### src/rtl/stopwatch_pkg.sv
// stopwatch_pkg: shared state encoding, lap entry layout and width helper for the lap timer.
package stopwatch_pkg;
   typedef enum logic [1:0] {IDLE = 2'd0, RUN = 2'd1, PAUSED = 2'd2} sw_state_t;
   localparam int LAP_CH_W   = 2;
   localparam int LAP_DATA_W = 16;
   typedef struct packed {
      logic [LAP_CH_W-1:0]   ch;
      logic [LAP_DATA_W-1:0] data;
   } lap_entry_t;
   function automatic int clog2_min1(input int n);
      return (n <= 2) ? 1 : $clog2(n);
   endfunction
endpackage

### src/rtl/stopwatch_lap_timer_channel.sv
// stopwatch_channel: one stopwatch channel holding its FSM, elapsed count and lap snapshot.
// STOPWATCH_WRAP_EN makes the count wrap to zero at the limit instead of saturating.
module stopwatch_channel
   import stopwatch_pkg::*;
#(
   parameter int DATA_WIDTH = 16
) (
   input  logic                  clk,
   input  logic                  reset_tb,
   input  logic                  tick,
   input  logic                  start,
   input  logic                  stop,
   input  logic                  clear,
   input  logic                  lap,
   input  logic                  grant,
   output logic [DATA_WIDTH-1:0] count,
   output logic [DATA_WIDTH-1:0] snap,
   output logic                  running,
   output logic                  overflow,
   output logic                  pending,
   output logic                  drop
);
   sw_state_t             state_q, state_d;
   logic [DATA_WIDTH-1:0] count_q, count_d, snap_q, snap_d;
   logic                  overflow_q, overflow_d, pending_q, pending_d, drop_q, drop_d;
   logic                  inc, lap_ok;
   always_comb begin
      inc        = (state_q == RUN) && tick;
      lap_ok     = lap && !clear;
      state_d    = clear ? IDLE : stop ? ((state_q == RUN) ? PAUSED : state_q) : start ? RUN : state_q;
`ifdef STOPWATCH_WRAP_EN
      count_d    = clear ? '0 : inc ? count_q + DATA_WIDTH'(1) : count_q;
`else
      count_d    = clear ? '0 : (inc && !(&count_q)) ? count_q + DATA_WIDTH'(1) : count_q;
`endif
      overflow_d = !clear && (overflow_q || (inc && (&count_q)));
      snap_d     = lap_ok ? count_q : snap_q;
      // a snapshot taken in the same cycle the old one is pushed is not a loss
      pending_d  = !clear && (lap_ok || (pending_q && !grant));
      drop_d     = lap_ok && pending_q && !grant;
   end
   always_ff @(posedge clk or negedge reset_tb) begin
      if (!reset_tb) begin
         state_q    <= IDLE;
         count_q    <= '0;
         snap_q     <= '0;
         overflow_q <= 1'b0;
         pending_q  <= 1'b0;
         drop_q     <= 1'b0;
      end else begin
         state_q    <= state_d;
         count_q    <= count_d;
         snap_q     <= snap_d;
         overflow_q <= overflow_d;
         pending_q  <= pending_d;
         drop_q     <= drop_d;
      end
   end
   assign count    = count_q;
   assign snap     = snap_q;
   assign running  = state_q == RUN;
   assign overflow = overflow_q;
   assign pending  = pending_q;
   assign drop     = drop_q;
endmodule

### src/rtl/stopwatch_lap_timer.sv
// stopwatch_lap_timer: multi-channel stopwatch with shared prescaler and arbitrated lap FIFO.
// STOPWATCH_WRAP_EN (passed to the channels) selects wrap instead of saturation at the count limit.
module stopwatch_lap_timer
   import stopwatch_pkg::*;
#(
   parameter int DATA_WIDTH = 16,
   parameter int NUM_CH     = 4,
   parameter int PRESCALE   = 1,
   parameter int LAP_DEPTH  = 8
) (
   input  logic                           clk,
   input  logic                           reset_tb,
   input  logic [NUM_CH-1:0]              start,
   input  logic [NUM_CH-1:0]              stop,
   input  logic [NUM_CH-1:0]              clear,
   input  logic [NUM_CH-1:0]              lap,
   output logic [NUM_CH*DATA_WIDTH-1:0]   count,
   output logic [NUM_CH-1:0]              running,
   output logic [NUM_CH-1:0]              overflow,
   output logic                           lap_valid,
   input  logic                           lap_ready,
   output logic [clog2_min1(NUM_CH)-1:0]  lap_ch,
   output logic [DATA_WIDTH-1:0]          lap_data,
   output logic                           lap_drop
);
   localparam int CH_W = clog2_min1(NUM_CH);
   localparam int PS_W = clog2_min1(PRESCALE);
   localparam int AW   = $clog2(LAP_DEPTH);
   typedef struct packed {
      logic [CH_W-1:0]       ch;
      logic [DATA_WIDTH-1:0] data;
   } entry_t;
   logic [PS_W-1:0]       presc_q, presc_d;
   logic [AW:0]           wr_q, wr_d, rd_q, rd_d;
   entry_t                mem_q [LAP_DEPTH];
   logic [DATA_WIDTH-1:0] snap [NUM_CH];
   logic [NUM_CH-1:0]     pending, drop, req, grant;
   logic [CH_W-1:0]       sel;
   logic                  tick, full, empty, push, pop;
   for (genvar i = 0; i < NUM_CH; i++) begin : g_ch
      stopwatch_channel #(.DATA_WIDTH(DATA_WIDTH)) u_ch (
         .clk      (clk),
         .reset_tb (reset_tb),
         .tick     (tick),
         .start    (start[i]),
         .stop     (stop[i]),
         .clear    (clear[i]),
         .lap      (lap[i]),
         .grant    (grant[i]),
         .count    (count[i*DATA_WIDTH +: DATA_WIDTH]),
         .snap     (snap[i]),
         .running  (running[i]),
         .overflow (overflow[i]),
         .pending  (pending[i]),
         .drop     (drop[i])
      );
   end
   always_comb begin
      tick    = presc_q == PS_W'(PRESCALE - 1);
      presc_d = tick ? '0 : presc_q + PS_W'(1);
      // a channel being cleared this cycle loses its pending lap instead of pushing it
      req     = pending & ~clear;
      sel     = '0;
      for (int i = NUM_CH - 1; i >= 0; i--)
         if (req[i]) sel = CH_W'(i);
      empty   = wr_q == rd_q;
      full    = (wr_q[AW] != rd_q[AW]) && (wr_q[AW-1:0] == rd_q[AW-1:0]);
      pop     = !empty && lap_ready;
      push    = (|req) && (!full || pop);
      grant   = push ? (NUM_CH'(1) << sel) : '0;
      wr_d    = wr_q + {{AW{1'b0}}, push};
      rd_d    = rd_q + {{AW{1'b0}}, pop};
   end
   always_ff @(posedge clk or negedge reset_tb) begin
      if (!reset_tb) begin
         presc_q <= '0;
         wr_q    <= '0;
         rd_q    <= '0;
      end else begin
         presc_q <= presc_d;
         wr_q    <= wr_d;
         rd_q    <= rd_d;
      end
   end
   always_ff @(posedge clk) begin
      if (push) mem_q[wr_q[AW-1:0]] <= '{ch: sel, data: snap[sel]};
   end
   assign lap_valid = !empty;
   assign lap_ch    = empty ? '0 : mem_q[rd_q[AW-1:0]].ch;
   assign lap_data  = empty ? '0 : mem_q[rd_q[AW-1:0]].data;
   assign lap_drop  = |drop;
endmodule

### config.mk
export PLATFORM = sky130hd
export DESIGN_NAME = stopwatch_lap_timer
export DESIGN_NICKNAME = d
export VERILOG_FILES = /design/src/rtl/stopwatch_pkg.sv /design/src/rtl/stopwatch_lap_timer_channel.sv /design/src/rtl/stopwatch_lap_timer.sv
export SDC_FILE = /design/constraint.sdc
export NUM_CORES = 1
export LEC_CHECK = 0
export ABC_AREA = 1
export ABC_CLOCK_PERIOD_IN_PS = 3800
export BUFFER_PORTS_ARGS = -buffer_cell sky130_fd_sc_hd__clkbuf_2
export CORE_MARGIN = 1
export CORE_UTILIZATION = 45
export CTS_BUF_LIST = sky130_fd_sc_hd__clkbuf_4
export DETAILED_ROUTE_END_ITERATION = 8
export PLACE_DENSITY = 0.63
export SLEW_MARGIN = 20
export SYNTH_ARGS = -nofsm -noshare
export SYNTH_HDL_FRONTEND = slang
export SYNTH_SLANG_ARGS = --single-unit
### constraint.sdc
create_clock -name clk -period 3.8 [get_ports clk]
set_input_delay 0.57 -clock clk [delete_from_list [all_inputs] [get_ports clk]]
set_output_delay 0.57 -clock clk [all_outputs]
set_load 0.01 [all_outputs]
==> results.sh <==
export IMPL_finalCritPeriodShare=0.807
export IMPL_postRouteAntennaNets=0
export IMPL_gp_congestion=0.896
export IMPL_period_minus_slack_ps=3070
export IMPL_grt_pass1_wl_mm=54.8
export IMPL_peakVddDrop_v=0.000285
export IMPL_firstDrtPassIters=5
export IMPL_synth_warnings=0
export IMPL_clk_latency_ps=690
export IMPL_vias=10900
export IMPL_clockBufferDepth=3
export IMPL_place_inst=1915
export IMPL_fmax_mhz=326
export IMPL_route_layer_met1_wl_mm=15.5
export IMPL_wl_mm=34.0
export IMPL_wl_met2_mm=15.8
export IMPL_tns_ps=0
export IMPL_htree_num_levels=3
export IMPL_io_buffers=110
export IMPL_p_leak_uw=0.00678
export IMPL_pre_cts_slack_ps=1150
export IMPL_hold_viol=0
export IMPL_cts_repair_resized=0
export IMPL_viasPerCell=5.28
export IMPL_rows=63
export IMPL_tightest_slew_ps=831
export IMPL_antenna_found_initial=1
export IMPL_relSlewSlack=0.444
export IMPL_yosysUniqueCellTypes=35
export IMPL_top_layer_used="met4"
export IMPL_ys_seq_elements=300
export IMPL_cts_clk_slew_worst_paths_ps=60
export IMPL_finalSetupViolCount=0
export IMPL_cts_sinks=300
export IMPL_avgSynthCellArea_um2=9.40
export IMPL_layout_nets=1635
export IMPL_grt_pass1_vias=10200
export IMPL_grt_ovfl_total=0
export IMPL_initial_core_util=0.460
export IMPL_critPathKind="reg2out"
export IMPL_hold_depth=2
export IMPL_power_density_nw_per_um2=577
export IMPL_instances_no_fill=2056
export IMPL_syn2layout_area_growth_pct=14.3
export IMPL_max_cap_violations=0
export IMPL_drive_above_1_share=0.192
export IMPL_root_buffer="clkbuf_4"
export IMPL_grt_usage=0.225
export IMPL_dpl_instance_area_um2=14600
export IMPL_syn_nets=1487
export IMPL_wl_per_cell_um=16.5
export IMPL_drc=0
export IMPL_start_kind="flip-flop"
export IMPL_ff2ff_path_depth=10
export IMPL_postLayoutCellArea_um2=15700
export IMPL_final_common_cell="nand2_1"
export IMPL_core_um2=29800
export IMPL_drtIter0Drc=743
export IMPL_syn_inst=1460
export IMPL_drv_slew=0
export IMPL_worstPathRequired_ps=3230
export IMPL_grt_max_degree=79
export IMPL_final_cell_mix="346 x nand2_1, 198 x nor2_1, 173 x o21ai_0"
export IMPL_rsz0062_at_grt="false"
export IMPL_post_dp_hpwl_mm=23.5
export IMPL_syn_cell_area_um2=13700
export IMPL_die_x_um=177
export IMPL_ys_seq_area_frac=0.600
export IMPL_end_kind="output pin"
export IMPL_crit_fanout=36
export IMPL_io_pins=111
export IMPL_nFillCells=2798
export IMPL_cts_setup_buffers=0
export IMPL_cp_arrival_ps=2500
export IMPL_hold_class="in2reg"
export IMPL_finalClockSkew_ps=50.4
export IMPL_cts_made_buffers=80
export IMPL_setup_ws_ps=733
export IMPL_finish_utilization=0.526
export IMPL_status="finished, final reports clean"
export IMPL_die_h_um=177
export IMPL_met3_length_mm=2.11
export IMPL_die_area_um2=31200
export IMPL_cts_tree="done"
sequential cells by signal (all words and copies together) (netlist names):
name                flops
g_ch.u_ch.overflow      4
g_ch.u_ch.drop          4
mem_q                 144
g_ch.u_ch.snap         64
g_ch.u_ch.state_q       8
wr_q                    4
g_ch.u_ch.pending       4
g_ch.u_ch.count        64
rd_q                    4
through the flow:
| step | total power [µW] | hold slack (ps) |
|---|---|---|
| final | 9060 | 113 |
| after global routing | 9630 | 62.9 |
| after CTS | 9180 | 51.3 |
| after detailed placement | 6260 | 474 |
| after global placement | 6220 | 468 |
| after floorplan | 5410 | 274 |
worst paths after layout:
path / from / to / slack [ps]
setup / recovery: rd_q[0] / lap_data[8] / 730
hold / removal: clear[0] / g_ch[0].u_ch.overflow / 110
setup reg to reg: rd_q[0] / wr_q[2] / 1460
hold reg to reg: g_ch[1].u_ch.state_q[0] / g_ch[1].u_ch.state_q[0] / 480
max in group asynchronous: reset_tb / g_ch[3].u_ch.snap[8] / 2370
min in group asynchronous: reset_tb / g_ch[2].u_ch.state_q[0] / 490
layout make-up:
class | instances | area, µm² | area share
Multi-Input combinational cell | 1005 | 4860 | 0.310
Tap cell | 390 | 488 | 0.0311
Clock inverter | 25 | 193 | 0.0123
Inverter | 91 | 345 | 0.0220
Antenna cell | 1 | 2.50 | 0.000160
Sequential cell | 300 | 8230 | 0.525
Timing Repair Buffer | 130 | 709 | 0.0452
Clock buffer | 114 | 856 | 0.0546
report_power, final:
| group | switching (µW) | internal [µW] | total (µW) |
|---|---|---|---|
| sequential | 194 | 3730 | 3920 |
| clock | 1300 | 1590 | 2890 |
| combinational | 1530 | 716 | 2240 |
critical path: stages (launching register included):
cell	delay, ps
dfrtp_2	590
inv_2	130
buf_4	340
o21ai_0	130
o22ai_1	230
nor2_1	70
nor2_1	150
clkbuf_2	150
kinds of logic after synthesis:
| family | Yosys count | synth area share |
|---|---|---|
| fa+ha+maj | 8 | 0.00730 |
| simple gates | 739 | 0.233 |
| compound gates | 220 | 0.0844 |
| xor+xnor | 23 | 0.0147 |
| buf+inv | 155 | 0.0486 |
| flops | 300 | 0.600 |
| mux | 15 | 0.0123 |
synth_stat cells (all sizes together):
| cell type | number | area, µm² |
|---|---|---|
| or2 | 7 | 43.8 |
| nand3b | 1 | 7.51 |
| a21oi | 4 | 20.0 |
| nand3 | 84 | 420 |
| edfxtp | 144 | 4320 |
| nand2 | 355 | 1360 |
| mux2 | 15 | 169 |
| nand4 | 68 | 425 |
| nor3 | 8 | 40.0 |
| nor2 | 214 | 883 |
| and2 | 1 | 6.26 |
| o21ai | 175 | 880 |
| ha | 8 | 100 |
| o22ai | 40 | 250 |
| clkbuf | 32 | 120 |
| dfrtp | 156 | 3900 |
| clkinv | 2 | 8.75 |
| a21boi | 1 | 7.51 |
| inv | 89 | 337 |
| xor2 | 21 | 184 |
| or4 | 1 | 7.51 |
| xnor2 | 2 | 17.5 |
| buf | 32 | 201 |
layer usage:
| layer | global-route usage | vias to the layer above |
|---|---|---|
| li1 | - | 5299 |
| met2 | 0.354 | 369 |
| met4 | 0.0783 | 0 |
| met3 | 0.0407 | 35 |
| met5 | 0 | - |
| met1 | 0.312 | 5157 |
repair_timing:
action,in CTS,in global routing
hold buffers,1,0
endpoints found under the setup margin,0,0
hold endpoints to repair,75,0
Note: power is estimated with default switching activity, not from simulation.
